File: config.mk
export PLATFORM = sky130hd
export DESIGN_NAME = board_scanner
export DESIGN_NICKNAME = d
export VERILOG_FILES = /design/src/rtl/board_scanner.sv
export SDC_FILE = /design/constraint.sdc
export NUM_CORES = 1
export LEC_CHECK = 0
export ABC_CLOCK_PERIOD_IN_PS = 2400
export CORE_UTILIZATION = 51
export DETAILED_ROUTE_END_ITERATION = 8
export HOLD_SLACK_MARGIN = 0.08
export PLACE_DENSITY = 0.76
export SYNTH_ARGS = -nofsm -noshare
export SYNTH_HDL_FRONTEND = slang
export SYNTH_SLANG_ARGS = --single-unit
File: constraint.sdc
create_clock -name clk -period 2.4 [get_ports clk]
set_input_delay 0.24 -clock clk [delete_from_list [all_inputs] [get_ports clk]]
set_output_delay 0.24 -clock clk [all_outputs]
set_load 0.01 [all_outputs]
File: src/rtl/board_scanner.sv
// Board scanner: turns VGA scan position into board cell coordinates, reads the cell code
// and maps it to a palette colour. Optional writable palette: BOARD_SCANNER_PALETTE_WR_EN.
module board_scanner #(
    parameter int BLOCK_W  = 26,
    parameter int BLOCK_H  = 32,
    parameter int COLS     = 10,
    parameter int ROWS     = 20,
    parameter int ORIGIN_X = 190,
    parameter int ORIGIN_Y = 0
) (
    input  logic        clk,
    input  logic        rst_n,
    input  logic        frame_start,
    input  logic        line_start,
    input  logic        de,
    output logic [7:0]  ram_addr,
    input  logic [3:0]  ram_data,
    output logic [5:0]  block_x,
    output logic [5:0]  block_y,
    output logic [11:0] in_color,
    output logic        in_board,
    output logic        out_valid
`ifdef BOARD_SCANNER_PALETTE_WR_EN
    ,
    input  logic        pal_we,
    input  logic [3:0]  pal_addr,
    input  logic [11:0] pal_wdata
`endif
);

    localparam logic [9:0] OX       = 10'(ORIGIN_X);
    localparam logic [9:0] OY       = 10'(ORIGIN_Y);
    localparam logic [5:0] BX_LAST  = 6'(BLOCK_W - 1);
    localparam logic [5:0] BY_LAST  = 6'(BLOCK_H - 1);
    localparam logic [3:0] COL_LAST = 4'(COLS - 1);
    localparam logic [4:0] ROW_LAST = 5'(ROWS - 1);
    localparam logic [7:0] COLS8    = 8'(COLS);

    function automatic logic [11:0] palette_rom(input logic [3:0] code);
        case (code)
            4'd0:    palette_rom = 12'h000;
            4'd1:    palette_rom = 12'h0FF;
            4'd2:    palette_rom = 12'h00F;
            4'd3:    palette_rom = 12'hF80;
            4'd4:    palette_rom = 12'hFF0;
            4'd5:    palette_rom = 12'h0F0;
            4'd6:    palette_rom = 12'h80F;
            4'd7:    palette_rom = 12'hF00;
            4'd8:    palette_rom = 12'h888;
            default: palette_rom = 12'hFFF;
        endcase
    endfunction

    logic [9:0] px;
    logic [5:0] bx_cnt;
    logic [3:0] col;
    logic       h_in;
    logic [9:0] py;
    logic [5:0] by_cnt;
    logic [4:0] row;
    logic [7:0] row_base;
    logic       v_in;
    logic       first_line;

    logic       h_hit;
    logic       pix_h;
    logic [5:0] pix_bx;
    logic [3:0] pix_col;
    logic       pix_on;

    logic       s0_de;
    logic       s0_in;
    logic [5:0] s0_bx;
    logic [5:0] s0_by;
    logic [11:0] pal_rd;

    // Coordinates of the pixel presented this cycle; the board's first column starts at px==ORIGIN_X
    always_comb begin
        h_hit   = (px == OX);
        pix_h   = !line_start && (h_in || h_hit);
        pix_bx  = h_hit ? 6'd0 : bx_cnt;
        pix_col = h_hit ? 4'd0 : col;
        pix_on  = de && pix_h && v_in;
    end

    always_ff @(posedge clk or negedge rst_n) begin
        if (!rst_n) begin
            px     <= '0;
            bx_cnt <= '0;
            col    <= '0;
            h_in   <= 1'b0;
        end else if (line_start) begin
            px     <= '0;
            bx_cnt <= '0;
            col    <= '0;
            h_in   <= 1'b0;
        end else if (de) begin
            px <= px + 10'd1;
            if (pix_h) begin
                if (pix_bx == BX_LAST) begin
                    bx_cnt <= '0;
                    if (pix_col == COL_LAST) begin
                        col  <= pix_col;
                        h_in <= 1'b0;
                    end else begin
                        col  <= pix_col + 4'd1;
                        h_in <= 1'b1;
                    end
                end else begin
                    bx_cnt <= pix_bx + 6'd1;
                    col    <= pix_col;
                    h_in   <= 1'b1;
                end
            end
        end
    end

    // The first line_start of a frame only consumes first_line; later ones advance the line
    always_ff @(posedge clk or negedge rst_n) begin
        if (!rst_n) begin
            py         <= '0;
            by_cnt     <= '0;
            row        <= '0;
            row_base   <= '0;
            v_in       <= 1'b0;
            first_line <= 1'b1;
        end else if (frame_start) begin
            py         <= '0;
            by_cnt     <= '0;
            row        <= '0;
            row_base   <= '0;
            v_in       <= (ORIGIN_Y == 0);
            first_line <= !line_start;
        end else if (line_start) begin
            if (first_line) begin
                first_line <= 1'b0;
            end else begin
                py <= py + 10'd1;
                if (v_in) begin
                    if (by_cnt == BY_LAST) begin
                        by_cnt <= '0;
                        if (row == ROW_LAST) begin
                            v_in <= 1'b0;
                        end else begin
                            row      <= row + 5'd1;
                            row_base <= row_base + COLS8;
                        end
                    end else begin
                        by_cnt <= by_cnt + 6'd1;
                    end
                end else if (py + 10'd1 == OY) begin
                    v_in     <= 1'b1;
                    by_cnt   <= '0;
                    row      <= '0;
                    row_base <= '0;
                end
            end
        end
    end

    always_ff @(posedge clk or negedge rst_n) begin
        if (!rst_n) begin
            ram_addr <= '0;
            s0_de    <= 1'b0;
            s0_in    <= 1'b0;
            s0_bx    <= '0;
            s0_by    <= '0;
        end else begin
            s0_de <= de;
            s0_in <= pix_on;
            s0_bx <= pix_bx;
            s0_by <= by_cnt;
            if (pix_on) begin
                ram_addr <= row_base + {4'd0, pix_col};
            end
        end
    end

    // Outputs line up with ram_data, which the RAM returns in this same cycle
    always_ff @(posedge clk or negedge rst_n) begin
        if (!rst_n) begin
            out_valid <= 1'b0;
            in_board  <= 1'b0;
            block_x   <= '0;
            block_y   <= '0;
        end else begin
            out_valid <= s0_de;
            in_board  <= s0_in;
            block_x   <= s0_in ? s0_bx : 6'd0;
            block_y   <= s0_in ? s0_by : 6'd0;
        end
    end

`ifdef BOARD_SCANNER_PALETTE_WR_EN
    logic [11:0] pal_q [16];

    always_ff @(posedge clk or negedge rst_n) begin
        if (!rst_n) begin
            for (int i = 0; i < 16; i++) begin
                pal_q[i] <= palette_rom(4'(i));
            end
        end else if (pal_we) begin
            pal_q[pal_addr] <= pal_wdata;
        end
    end

    assign pal_rd = pal_q[ram_data];
`else
    assign pal_rd = palette_rom(ram_data);
`endif

    assign in_color = in_board ? pal_rd : 12'h000;

endmodule

==> impl_metrics.toml <==
[pwr]
pwr-share-clk = 0.381
swShare = 0.237
power_uw = 2710
switchingPower_uw = 643
p_leak_uw = 0.00235
power.density_nw_per_um2 = 509
max-vdd-ir-drop_v = 0.000271
combPwrFrac = 0.064
power_frac_seq = 0.555
internal-power_uw = 2070

[worst_setup_path]
crit_path_end = "col[0]$_DFFE_PN0P_"
criticalPathCategory = "register to register"
critPathArrivalTime_ns = 2.61
crit_start = "px[6]$_DFFE_PN0P_"
endpoint_kind = "register"
path_depth = 11
startpoint_type = "register"
path_max_fanout = 7
critPathBufInv = 3
critPathTopFamily = "simple AND/OR/NAND/NOR gates"
r2r_cells = 11
cpPeakStageDelay_ns = 0.42
worstPathCellList = "nor4b_4 > nand4_1 > buf_6 > and2_1 > ha_4 > nor4b_4 > buf_4 > buf_4 > nand2_1 > o21ai_0 > a211oi_1"
rrSetupSlack_ns = 0.04
r2r-end = "col[0]$_DFFE_PN0P_"
required_ns = 2.65
worstReg2RegStart = "px[6]$_DFFE_PN0P_"
cpMaxStageDelayCell = "dfrtp_1"

[synthesis]
syn_inst = 437
synth-edff-count = 0
yosysTopAreaCell = "dfrtp_1"
synth_area_leaders = "dfrtp_1 (50%), nor2_1 (4.9%), ha_1 (4.7%), nand2_1 (3.5%), and2_1 (2.9%)"
syn_area_per_cell_um2 = 9.79
ys_types = 55
synth_top_area_frac = 0.503
ys_seq_elements = 87
mappedNetlistArea_um2 = 4280
ys_seq_area_frac = 0.509
async_reset_ff_frac = 1.00
syn_nets = 463
ys_warn_count = 0
synthFlopType = "dfrtp_1"

[layout]
finalNetCount = 525
final_cell_mix = "dfrtp_1 (85), nor2_1 (55), clkdlybuf4s50_1 (41)"
diodes = 0
syn_to_final_growth_pct = 24.3
layout_commonest_cell = "dfrtp_1"
design_area_um2 = 5320
fillers = 658
final_cell_count_no_fill = 609
layout-drive-gt1-share = 0.153

[floorplan]
die_h_um = 93.6
ios = 43
initial_utilization = 0.524
die_w_um = 93.6
core_area_um2 = 8180
die_area_um2 = 8760
std_cell_rows = 33

[flow_run]
drv_cap = 0

[placed_design]
portBuffers = 42
gp_congestion = 0.863
place_inst = 589
placed_area_um2 = 4950
place_hpwl_mm = 5.71

[clock_tree]
cts_tree = "built"
cts_root_buf = "clkbuf_8"
numCtsBuffers = 9
clkLatencyLatePin_ns = 0.35
h-tree-depth = 3
cts_buffer_depth = 2
clkSlewWorstSetupHoldPaths_ns = 0.09
cts_sinks = 87

[timing]
finClkSkew_ns = 0.00893
final_max_slew_viol_count = 0
hold_viol = 0
rsz0062_at_grt = "yes"
period_share = 0.983
whs_ns = 0.355
setup_viol = 0
min_period_ns = 2.36
clock.fmax_mhz = 424

[drt]
routed_via_density = 5.37
drt_iter0_markers = 134
ant_nets = 0
routedWlPerCell_um = 13.9
first_pass_iters = 4
drc = 0
finalWirelength_mm = 8.47
vias = 3272

[run_status]
status = "completed"

[global_route]
grt_pass1_wl_mm = 13.9
grt-ovfl-total = 0
grt_util_all_layers = 0.201
grt_max_degree = 88
antenna_found_initial = 0
grt_pass1_vias = 3156

[min_path]
hp-class = "register to register"
-- synth_stat cells (2+ instances only) --
library cell / number
a211oi_1: 4
a21o_1: 2
a21oi_1: 13
a31oi_1: 14
and2_1: 20
and3_1: 4
and4_1: 3
buf_4: 6
clkbuf_1: 14
dfrtp_1: 86
ha_1: 16
inv_1: 13
maj3_1: 2
nand2_1: 40
nand2b_1: 4
nand3_1: 21
nand4_1: 8
nand4b_1: 2
nor2_1: 56
nor2b_1: 8
nor3_1: 8
o21a_1: 5
o21ai_0: 24
o21ai_1: 3
o31ai_1: 6
or3_1: 3
xnor2_1: 12
xor2_1: 13
-- per-stage QoR --
step	utilization	worst slack (ns)	setup TNS [ns]
2_1_floorplan	-	-0.0209	-0.0209
3_3_place_gp	0.606	0.0879	0
3_5_place_dp	0.606	-0.00700	-0.00700
4_1_cts	0.633	0.000173	0
5_1_grt	0.651	-0.0777	-0.286
6_report	0.651	0.0396	0
-- how the worst min path moves through the flow --
stage | cells past startpoint | slack [ns] | endpoint | startpoint
final | 0 | 0.35 | out_valid$_DFF_PN0_ | s0_de$_DFF_PN0_
after global routing | 0 | 0.36 | out_valid$_DFF_PN0_ | s0_de$_DFF_PN0_
after CTS | 0 | 0.36 | out_valid$_DFF_PN0_ | s0_de$_DFF_PN0_
after detailed placement | 2 | 0.31 | block_x[2]$_DFF_PN0_ | rst_n
after global placement | 2 | 0.31 | block_x[0]$_DFF_PN0_ | rst_n
after floorplan | 0 | -0.06 | block_x[0]$_DFF_PN0_ | rst_n
-- per-layer routing --
layer / wire length [um] / global-route usage / vias up
li1: - / - / 1627
met4: 85 / 0.0731 / 0
met3: 337 / 0.0358 / 7
met2: 4100 / 0.339 / 67
met5: 0 / 0 / -
met1: 3950 / 0.261 / 1571
-- cell type report --
type / instances / area [um^2] / area share
Inverter: 14 / 55.1 / 0.0103
Tap cell: 105 / 131 / 0.0247
Sequential cell: 87 / 2180 / 0.409
Multi-Input combinational cell: 315 / 2090 / 0.392
Clock buffer: 10 / 138 / 0.0259
Clock inverter: 6 / 68.8 / 0.0129
Timing Repair Buffer: 72 / 662 / 0.124
-- power groups by stage --
stage	registers (uW)	clock network [uW]	logic, uW
after floorplan	1530	0	79.0
after global placement	1530	0	163
after detailed placement	1530	0	170
after CTS	1510	1070	172
after global routing	1510	1110	197
final	1510	1030	172
-- registers in the layout, indices dropped and copies added (netlist names), 4 cells and up --
name and cells:
px 10, py 10, ram_addr 8, row_base 7, block_x 6, block_y 6
bx_cnt 6, by_cnt 6, s0_bx 6, s0_by 6, row 5, col 4
-- logic make-up after synthesis --
family,share of synthesized area
AO/OA/AOI/OAI,0.124
XOR/XNOR,0.0512
adder cells (fa/ha/maj),0.0561
buffers and inverters,0.0362
flip-flops,0.509
multiplexers,0.00497
other,0.000876
AND/OR/NAND/NOR,0.218
-- repair_timing --
action	CTS	global route
buffers inserted	0	3
gates resized for setup	1	27
endpoints found under the setup margin	2	18
cloned	0	0
hold buffers	1	0
hold endpoints to repair	86	0
pin swaps	0	14
(Power assumes the default switching activity.)
